`src/rtl/decode_cycle_if.sv`:
```
// Decode-stage bus: fetch inputs, writeback port and flush in; D/E pipeline register out.
// The decode stage is the slave. The surrounding pipeline (or a bench) is the master.
interface decode_cycle_if;
    logic [31:0] InstrD;
    logic [31:0] PCD;
    logic [31:0] PCPlus4D;
    logic        RegWriteW;
    logic [4:0]  RDW;
    logic [31:0] ResultW;
    logic        FlushE;

    logic        RegWriteE;
    logic [1:0]  ResultSrcE;
    logic        MemWriteE;
    logic        JumpE;
    logic        BranchE;
    logic [2:0]  ALUControlE;
    logic        ALUSrcE;
    logic [31:0] RD1E;
    logic [31:0] RD2E;
    logic [31:0] ImmExtE;
    logic [4:0]  Rs1E;
    logic [4:0]  Rs2E;
    logic [4:0]  RdE;
    logic [31:0] PCE;
    logic [31:0] PCPlus4E;

    modport master (
        output InstrD, PCD, PCPlus4D, RegWriteW, RDW, ResultW, FlushE,
        input  RegWriteE, ResultSrcE, MemWriteE, JumpE, BranchE, ALUControlE, ALUSrcE,
        input  RD1E, RD2E, ImmExtE, Rs1E, Rs2E, RdE, PCE, PCPlus4E
    );

    modport slave (
        input  InstrD, PCD, PCPlus4D, RegWriteW, RDW, ResultW, FlushE,
        output RegWriteE, ResultSrcE, MemWriteE, JumpE, BranchE, ALUControlE, ALUSrcE,
        output RD1E, RD2E, ImmExtE, Rs1E, Rs2E, RdE, PCE, PCPlus4E
    );
endinterface

```
`src/rtl/decode_cycle.sv`:
```
// RV32I-subset decode stage: register file with write-through bypass, control decoder,
// immediate extender and the D/E pipeline register.
module decode_cycle #(
    parameter int DATA_W   = 32,
    parameter int NUM_REGS = 32
) (
    input  logic          clk,
    input  logic          rst,
    decode_cycle_if.slave bus
);

    localparam logic [6:0] OpLoad   = 7'b0000011;
    localparam logic [6:0] OpStore  = 7'b0100011;
    localparam logic [6:0] OpRType  = 7'b0110011;
    localparam logic [6:0] OpIAlu   = 7'b0010011;
    localparam logic [6:0] OpBranch = 7'b1100011;
    localparam logic [6:0] OpJal    = 7'b1101111;

    typedef enum logic [2:0] {ImmNone, ImmI, ImmS, ImmB, ImmJ} immSel_t;

    logic [6:0] opcode;
    logic [2:0] funct3;
    logic       funct7b5;
    logic [4:0] rs1;
    logic [4:0] rs2;
    logic [4:0] rd;

    assign opcode   = bus.InstrD[6:0];
    assign funct3   = bus.InstrD[14:12];
    assign funct7b5 = bus.InstrD[30];
    assign rs1      = bus.InstrD[19:15];
    assign rs2      = bus.InstrD[24:20];
    assign rd       = bus.InstrD[11:7];

    logic [DATA_W-1:0] regs [NUM_REGS];

    always_ff @(posedge clk) begin
        if (!rst) begin
            for (int i = 0; i < NUM_REGS; i++) regs[i] <= '0;
        end else if (bus.RegWriteW && bus.RDW != 5'd0) begin
            regs[bus.RDW] <= bus.ResultW;
        end
    end

    // A same-cycle writeback wins over the stored copy, so the D/E register never holds stale data.
    logic [DATA_W-1:0] rd1;
    logic [DATA_W-1:0] rd2;

    always_comb begin
        rd1 = '0;
        rd2 = '0;
        if (rs1 != 5'd0) rd1 = (bus.RegWriteW && bus.RDW == rs1) ? bus.ResultW : regs[rs1];
        if (rs2 != 5'd0) rd2 = (bus.RegWriteW && bus.RDW == rs2) ? bus.ResultW : regs[rs2];
    end

    logic       regWrite;
    logic [1:0] resultSrc;
    logic       memWrite;
    logic       jump;
    logic       branch;
    logic [2:0] aluControl;
    logic       aluSrc;
    immSel_t    immSel;
    logic [2:0] aluFromFunct3;
    logic       funct3Ok;

    // Shared ALU mapping for R-type and I-ALU; only R-type honours the sub bit.
    always_comb begin
        aluFromFunct3 = 3'b000;
        funct3Ok      = 1'b1;
        case (funct3)
            3'b000:  aluFromFunct3 = (opcode == OpRType && funct7b5) ? 3'b001 : 3'b000;
            3'b010:  aluFromFunct3 = 3'b101;
            3'b110:  aluFromFunct3 = 3'b011;
            3'b111:  aluFromFunct3 = 3'b010;
            default: funct3Ok      = 1'b0;
        endcase
    end

    always_comb begin
        regWrite   = 1'b0;
        resultSrc  = 2'b00;
        memWrite   = 1'b0;
        jump       = 1'b0;
        branch     = 1'b0;
        aluControl = 3'b000;
        aluSrc     = 1'b0;
        immSel     = ImmNone;
        case (opcode)
            OpLoad: if (funct3 == 3'b010) begin
                regWrite  = 1'b1;
                resultSrc = 2'b01;
                aluSrc    = 1'b1;
                immSel    = ImmI;
            end
            OpStore: if (funct3 == 3'b010) begin
                memWrite = 1'b1;
                aluSrc   = 1'b1;
                immSel   = ImmS;
            end
            OpRType: if (funct3Ok) begin
                regWrite   = 1'b1;
                aluControl = aluFromFunct3;
            end
            OpIAlu: if (funct3Ok) begin
                regWrite   = 1'b1;
                aluSrc     = 1'b1;
                aluControl = aluFromFunct3;
                immSel     = ImmI;
            end
            OpBranch: if (funct3 == 3'b000) begin
                branch     = 1'b1;
                aluControl = 3'b001;
                immSel     = ImmB;
            end
            OpJal: begin
                regWrite  = 1'b1;
                jump      = 1'b1;
                resultSrc = 2'b10;
                immSel    = ImmJ;
            end
            default: ;
        endcase
    end

    logic [DATA_W-1:0] immExt;
    logic [31:0]       instr;

    assign instr = bus.InstrD;

    always_comb begin
        immExt = '0;
        case (immSel)
            ImmI:    immExt = {{20{instr[31]}}, instr[31:20]};
            ImmS:    immExt = {{20{instr[31]}}, instr[31:25], instr[11:7]};
            ImmB:    immExt = {{20{instr[31]}}, instr[7], instr[30:25], instr[11:8], 1'b0};
            ImmJ:    immExt = {{12{instr[31]}}, instr[19:12], instr[20], instr[30:21], 1'b0};
            default: immExt = '0;
        endcase
    end

    // Reset dominates flush; both turn the D/E register into a bubble.
    always_ff @(posedge clk) begin
        if (!rst || bus.FlushE) begin
            bus.RegWriteE   <= 1'b0;
            bus.ResultSrcE  <= 2'b00;
            bus.MemWriteE   <= 1'b0;
            bus.JumpE       <= 1'b0;
            bus.BranchE     <= 1'b0;
            bus.ALUControlE <= 3'b000;
            bus.ALUSrcE     <= 1'b0;
            bus.RD1E        <= '0;
            bus.RD2E        <= '0;
            bus.ImmExtE     <= '0;
            bus.Rs1E        <= '0;
            bus.Rs2E        <= '0;
            bus.RdE         <= '0;
            bus.PCE         <= '0;
            bus.PCPlus4E    <= '0;
        end else begin
            bus.RegWriteE   <= regWrite;
            bus.ResultSrcE  <= resultSrc;
            bus.MemWriteE   <= memWrite;
            bus.JumpE       <= jump;
            bus.BranchE     <= branch;
            bus.ALUControlE <= aluControl;
            bus.ALUSrcE     <= aluSrc;
            bus.RD1E        <= rd1;
            bus.RD2E        <= rd2;
            bus.ImmExtE     <= immExt;
            bus.Rs1E        <= rs1;
            bus.Rs2E        <= rs2;
            bus.RdE         <= rd;
            bus.PCE         <= bus.PCD;
            bus.PCPlus4E    <= bus.PCPlus4D;
        end
    end

endmodule

```
`src/flat_wrapper.sv`:
```
// flat-port wrapper written by rule: the top's interface ports become plain ports
module decode_cycle_flat 
#(
    parameter int DATA_W   = 32,
    parameter int NUM_REGS = 32
)
  (clk, rst, bus_InstrD, bus_PCD, bus_PCPlus4D, bus_RegWriteW, bus_RDW, bus_ResultW, bus_FlushE, bus_RegWriteE, bus_ResultSrcE, bus_MemWriteE, bus_JumpE, bus_BranchE, bus_ALUControlE, bus_ALUSrcE, bus_RD1E, bus_RD2E, bus_ImmExtE, bus_Rs1E, bus_Rs2E, bus_RdE, bus_PCE, bus_PCPlus4E);
  decode_cycle_if bus_i ();
  input  logic clk;
  input  logic rst;
  input wire logic [$bits(bus_i.InstrD)-1:0] bus_InstrD;
  input wire logic [$bits(bus_i.PCD)-1:0] bus_PCD;
  input wire logic [$bits(bus_i.PCPlus4D)-1:0] bus_PCPlus4D;
  input wire logic [$bits(bus_i.RegWriteW)-1:0] bus_RegWriteW;
  input wire logic [$bits(bus_i.RDW)-1:0] bus_RDW;
  input wire logic [$bits(bus_i.ResultW)-1:0] bus_ResultW;
  input wire logic [$bits(bus_i.FlushE)-1:0] bus_FlushE;
  output wire logic [$bits(bus_i.RegWriteE)-1:0] bus_RegWriteE;
  output wire logic [$bits(bus_i.ResultSrcE)-1:0] bus_ResultSrcE;
  output wire logic [$bits(bus_i.MemWriteE)-1:0] bus_MemWriteE;
  output wire logic [$bits(bus_i.JumpE)-1:0] bus_JumpE;
  output wire logic [$bits(bus_i.BranchE)-1:0] bus_BranchE;
  output wire logic [$bits(bus_i.ALUControlE)-1:0] bus_ALUControlE;
  output wire logic [$bits(bus_i.ALUSrcE)-1:0] bus_ALUSrcE;
  output wire logic [$bits(bus_i.RD1E)-1:0] bus_RD1E;
  output wire logic [$bits(bus_i.RD2E)-1:0] bus_RD2E;
  output wire logic [$bits(bus_i.ImmExtE)-1:0] bus_ImmExtE;
  output wire logic [$bits(bus_i.Rs1E)-1:0] bus_Rs1E;
  output wire logic [$bits(bus_i.Rs2E)-1:0] bus_Rs2E;
  output wire logic [$bits(bus_i.RdE)-1:0] bus_RdE;
  output wire logic [$bits(bus_i.PCE)-1:0] bus_PCE;
  output wire logic [$bits(bus_i.PCPlus4E)-1:0] bus_PCPlus4E;
  assign bus_i.InstrD = bus_InstrD;
  assign bus_i.PCD = bus_PCD;
  assign bus_i.PCPlus4D = bus_PCPlus4D;
  assign bus_i.RegWriteW = bus_RegWriteW;
  assign bus_i.RDW = bus_RDW;
  assign bus_i.ResultW = bus_ResultW;
  assign bus_i.FlushE = bus_FlushE;
  assign bus_RegWriteE = bus_i.RegWriteE;
  assign bus_ResultSrcE = bus_i.ResultSrcE;
  assign bus_MemWriteE = bus_i.MemWriteE;
  assign bus_JumpE = bus_i.JumpE;
  assign bus_BranchE = bus_i.BranchE;
  assign bus_ALUControlE = bus_i.ALUControlE;
  assign bus_ALUSrcE = bus_i.ALUSrcE;
  assign bus_RD1E = bus_i.RD1E;
  assign bus_RD2E = bus_i.RD2E;
  assign bus_ImmExtE = bus_i.ImmExtE;
  assign bus_Rs1E = bus_i.Rs1E;
  assign bus_Rs2E = bus_i.Rs2E;
  assign bus_RdE = bus_i.RdE;
  assign bus_PCE = bus_i.PCE;
  assign bus_PCPlus4E = bus_i.PCPlus4E;
  decode_cycle #(.DATA_W(DATA_W), .NUM_REGS(NUM_REGS)) u_core (.clk(clk), .rst(rst), .bus(bus_i));
endmodule
```
`config.mk`:
```
export PLATFORM = sky130hd
export DESIGN_NAME = decode_cycle_flat
export DESIGN_NICKNAME = d
export VERILOG_FILES = /design/src/rtl/decode_cycle_if.sv /design/src/rtl/decode_cycle.sv /design/src/flat_wrapper.sv
export SDC_FILE = /design/constraint.sdc
export NUM_CORES = 2
export LEC_CHECK = 0
export CORE_ASPECT_RATIO = 0.75
export CORE_MARGIN = 2
export CORE_UTILIZATION = 55
export DETAILED_ROUTE_END_ITERATION = 8
export MAX_ROUTING_LAYER = met4
export PLACE_DENSITY = 0.76
export SLEW_MARGIN = 5
export SYNTH_ARGS = -nofsm -noshare
export SYNTH_HDL_FRONTEND = slang
export SYNTH_SLANG_ARGS = --single-unit
export TNS_END_PERCENT = 1
```
`constraint.sdc`:
```
create_clock -name clk -period 14.6 [get_ports clk]
set_input_delay 2.92 -clock clk [delete_from_list [all_inputs] [get_ports clk]]
set_output_delay 2.92 -clock clk [all_outputs]
set_load 0.05 [all_outputs]
```
==> results.tsv <==
stage	metric	value	unit
cells_and_area	nets	4181	
clock_network	cts_htree_levels	3	
grt	grt_antenna_before_repair	13	
clock_network	cts_buffer_depth	3	
drt	routed_wl	186	mm
placement	place_area	63700	um2
yosys	ys.flop_type	edfxtp_1	
yosys	ys_ff_latch	1197	
drt	ant_nets	0	
drt	first_pass_iters	6	
timing	fmax	0.162	GHz
floorplan	die_w	382	um
yosys	synth_edf_count	1024	
run_status	status	finished, final reports clean	
floorplan	ios	322	
floorplan	start_util	55.3	%
grt	grt_pass1_wl	264	mm
placement	dp_hpwl	110	mm
worst_setup_path	arrival	6.84	ns
grt	first_global_vias	37952	
worst_setup_path	slowest_delay	1.33	ns
placement	io_buffer_count	321	
drt	drc_errors	0	
worst_setup_path	worstSetupEndpointType	register	
worst_setup_path	worstPathMaxFanout	36	
power_and_ir_drop	power_frac_comb	11.8	%
worst_setup_path	crit_chain	buf_4, nand2_1, nor4_1, nand4_1, nor2_2, a32o_1	
clock_network	cts.sinks	1197	
clock_network	post_cts_buffers	0	
worst_setup_path	start_kind	input pin	
timing	slew_headroom	9.82	%
timing	rsz0062_at_grt	false	
yosys	syn_area	59000	um2
power_and_ir_drop	peakVddDrop	120	uV
clock_network	cts_resized	0	
power_and_ir_drop	seq_power_share	49.7	%
timing	setup_violations	0	
floorplan	die-area	110000	um2
flow_run	cap_violations	0	
power_and_ir_drop	powerDensity	119	nW/um2
clock_network	root_buffer	clkbuf_16	
yosys	post_synth.cell_area_avg	15.2	um2
yosys	synth_top_area_cell	edfxtp_1	
power_and_ir_drop	p_leak	23.2	nW
grt	track_usage	34.8	%
timing	period_share	42.3	%
worst_hold_path	hold_class	register to register	
clock_network	holdBufCountCts	0	
yosys	yosys_warnings	0	
yosys	yosysUniqueCellTypes	58	
cells_and_area	finalInstanceArea	67600	um2
drt	via_per_inst	6.86	
clock_network	clk-insertion-delay-late	0.74	ns
drt	drtIter0Drc	6073	
timing	finalClockSkew	0.0316	ns
timing	finalHoldViolations	0	
clock_network	cts_inserted_buffers	116	
clock_network	clk_pin_slew	0.07	ns
worst_setup_path	crit_path_top_delay_cell	nor2_2	
timing	slew_viol_final	0	
worst_setup_path	critical_path_class	input pin to register	
yosys	synth_top_area_share	52.1	%
timing	tns	0	ns
timing	worstMarginPinSlew	1.35	ns
floorplan	coreArea	107000	um2
yosys	syn-instance-count	3879	
grt	grt_max_degree	104	
drt	num_vias	38299	
power_and_ir_drop	swShare	24.8	%
placement	dp.cells	5357	
grt	overflow	0	
power_and_ir_drop	pwr-share-clk	38.5	%
yosys	netlist_top_cells_area	edfxtp_1 (52%), mux4_2 (20%), and2_1 (11%), dfxtp_1 (5.9%), clkbuf_1 (1.9%)	
cells_and_area	layout.cells.non_filler	5586	
worst_setup_path	cp.required	15.26	ns
yosys	synth_seq_area_share	58.0	%
floorplan	die_h	288	um
clock_network	cts_tree	yes	
power_and_ir_drop	cell_internal_pwr	6.05	mW
timing	whs	0.917	ns
timing	min_period	6.18	ns
yosys	async_reset_ff_share	0	%
placement	globalplace.congestion	0.964	
drt	routedWlPerCell	33.2	um
cells_and_area	synthToLayoutAreaGrowth	14.5	%
power_and_ir_drop	power.switching	2.00	mW
cells_and_area	layout-drive-gt1-share	21.9	%
floorplan	rows	104	
==> worst max-delay path: cells and delay by family <==
| family | cells | cell delay, ns |
|---|---|---|
| compound gates | 1 | 0.26 |
| buf+inv | 1 | 0.76 |
| simple gates | 4 | 2.80 |
==> power groups by stage <==
stage | Sequential [mW] | Clock, mW | Combinational (mW)
floorplan | 4.10 | 0 | 0.523
global placement | 4.05 | 0 | 0.920
detailed placement | 4.06 | 0 | 0.928
CTS | 3.99 | 3.11 | 0.932
global route | 4.02 | 3.24 | 0.970
finish | 4.00 | 3.10 | 0.947
==> final cells by class <==
| cell class | count | area [um2] |
|---|---|---|
| inverters | 7 | 26.3 |
| clock buffers | 165 | 3260 |
| multi-input cells | 2292 | 23600 |
| repair buffers | 430 | 4080 |
| clock inverters | 55 | 611 |
| flip-flops and latches | 1197 | 34200 |
| diodes | 9 | 22.5 |
| well taps | 1431 | 1790 |
| fillers | 7545 | 39200 |
==> worst paths after layout <==
path	startpoint	to	slack (ns)	cells past startpoint
setup / recovery	rst	u_core.bus.RD2E[14]	8.42	6
hold / removal	u_core.regs[13][16]	u_core.bus.RD2E[16]	0.92	4
setup reg to reg	u_core.regs[0][27]	u_core.bus.RD2E[27]	12.38	5
hold reg to reg	u_core.regs[13][16]	u_core.bus.RD2E[16]	0.92	4
==> layout by cell type, fill, tap and decap left out, drive strengths merged, types with 3 or more instances in the layout <==
| cell | n |
|---|---|
| conb | 32 |
| xor2 | 8 |
| mux2 | 4 |
| and2 | 1071 |
| mux4 | 526 |
| dfxtp | 173 |
| nand2 | 46 |
| a211o | 20 |
| nor3b | 3 |
| a32o | 34 |
| a21boi | 7 |
| a211oi | 30 |
| o22ai | 113 |
| clkdlybuf4s50 | 311 |
| nand3b | 6 |
| buf | 119 |
| and3b | 3 |
| a21oi | 21 |
| bufinv | 12 |
| a31oi | 4 |
| inv | 12 |
| edfxtp | 1024 |
| and3 | 3 |
| nor2b | 21 |
| or4 | 4 |
| clkinvlp | 3 |
| clkinv | 35 |
| a22oi | 40 |
| nand3 | 8 |
| diode | 9 |
| o21ai | 55 |
| clkbuf | 165 |
| nor3 | 40 |
| mux2i | 89 |
| nor2 | 64 |
| nand4 | 3 |
| o211ai | 9 |
| or3 | 3 |
| nand2b | 5 |
==> flip-flops by register name (all words and copies together), names as in the netlist <==
signal and flops:
u_core.bus.Rs1E 5, u_core.bus.RegWriteE 1, u_core.bus.RD2E 32, u_core.bus.PCE 32
u_core.bus.Rs2E 5, u_core.bus.MemWriteE 1, u_core.bus.ImmExtE 21, u_core.bus.ALUControlE 3
u_core.bus.RD1E 32, u_core.regs 1024, u_core.bus.PCPlus4E 32, u_core.bus.ResultSrcE 1
u_core.bus.JumpE 1, u_core.bus.RdE 5, u_core.bus.BranchE 1, u_core.bus.ALUSrcE 1
==> through the flow <==
stage | util, % | worst slack (ns) | power (mW)
2_1_floorplan | - | 7.91 | 4.62
5_1_grt | 63.3 | 8.39 | 8.23
6_report | 63.3 | 8.42 | 8.05
3_3_place_gp | 59.6 | 7.78 | 4.97
4_1_cts | 63.3 | 8.52 | 8.04
3_5_place_dp | 59.6 | 7.73 | 4.99
==> kinds of logic after synthesis <==
group	count (synthesis)	synth area share, %
compound gates	341	4.00
xor+xnor	10	0.148
buf+inv	421	3.04
flops	1197	58.0
mux	619	21.7
other cells	1	0.00635
simple gates	1290	13.2
==> cells in the mapped netlist (13+ instances only) <==
cell,count
buf_1,13
buf_4,29
a22oi_1,40
and2_1,1071
dfxtp_1,173
nand2_1,46
nor3_1,39
clkbuf_1,301
nor2b_1,21
nor2_1,64
mux2i_1,89
a32o_1,34
a211oi_1,30
a21oi_1,21
buf_2,68
a211o_1,20
mux4_2,526
o21ai_0,54
edfxtp_1,1024
o22ai_1,113
==> routing by layer <==
layer | GRT usage, % | vias to the layer above | share of wire (%)
met5 | - | - | 0
met4 | 12.8 | 0 | 4.1
met3 | 10.6 | 473 | 15
met2 | 50.0 | 3203 | 45
met1 | 47.0 | 19475 | 36
li1 | - | 15148 | -
(Power assumes the default switching activity.)
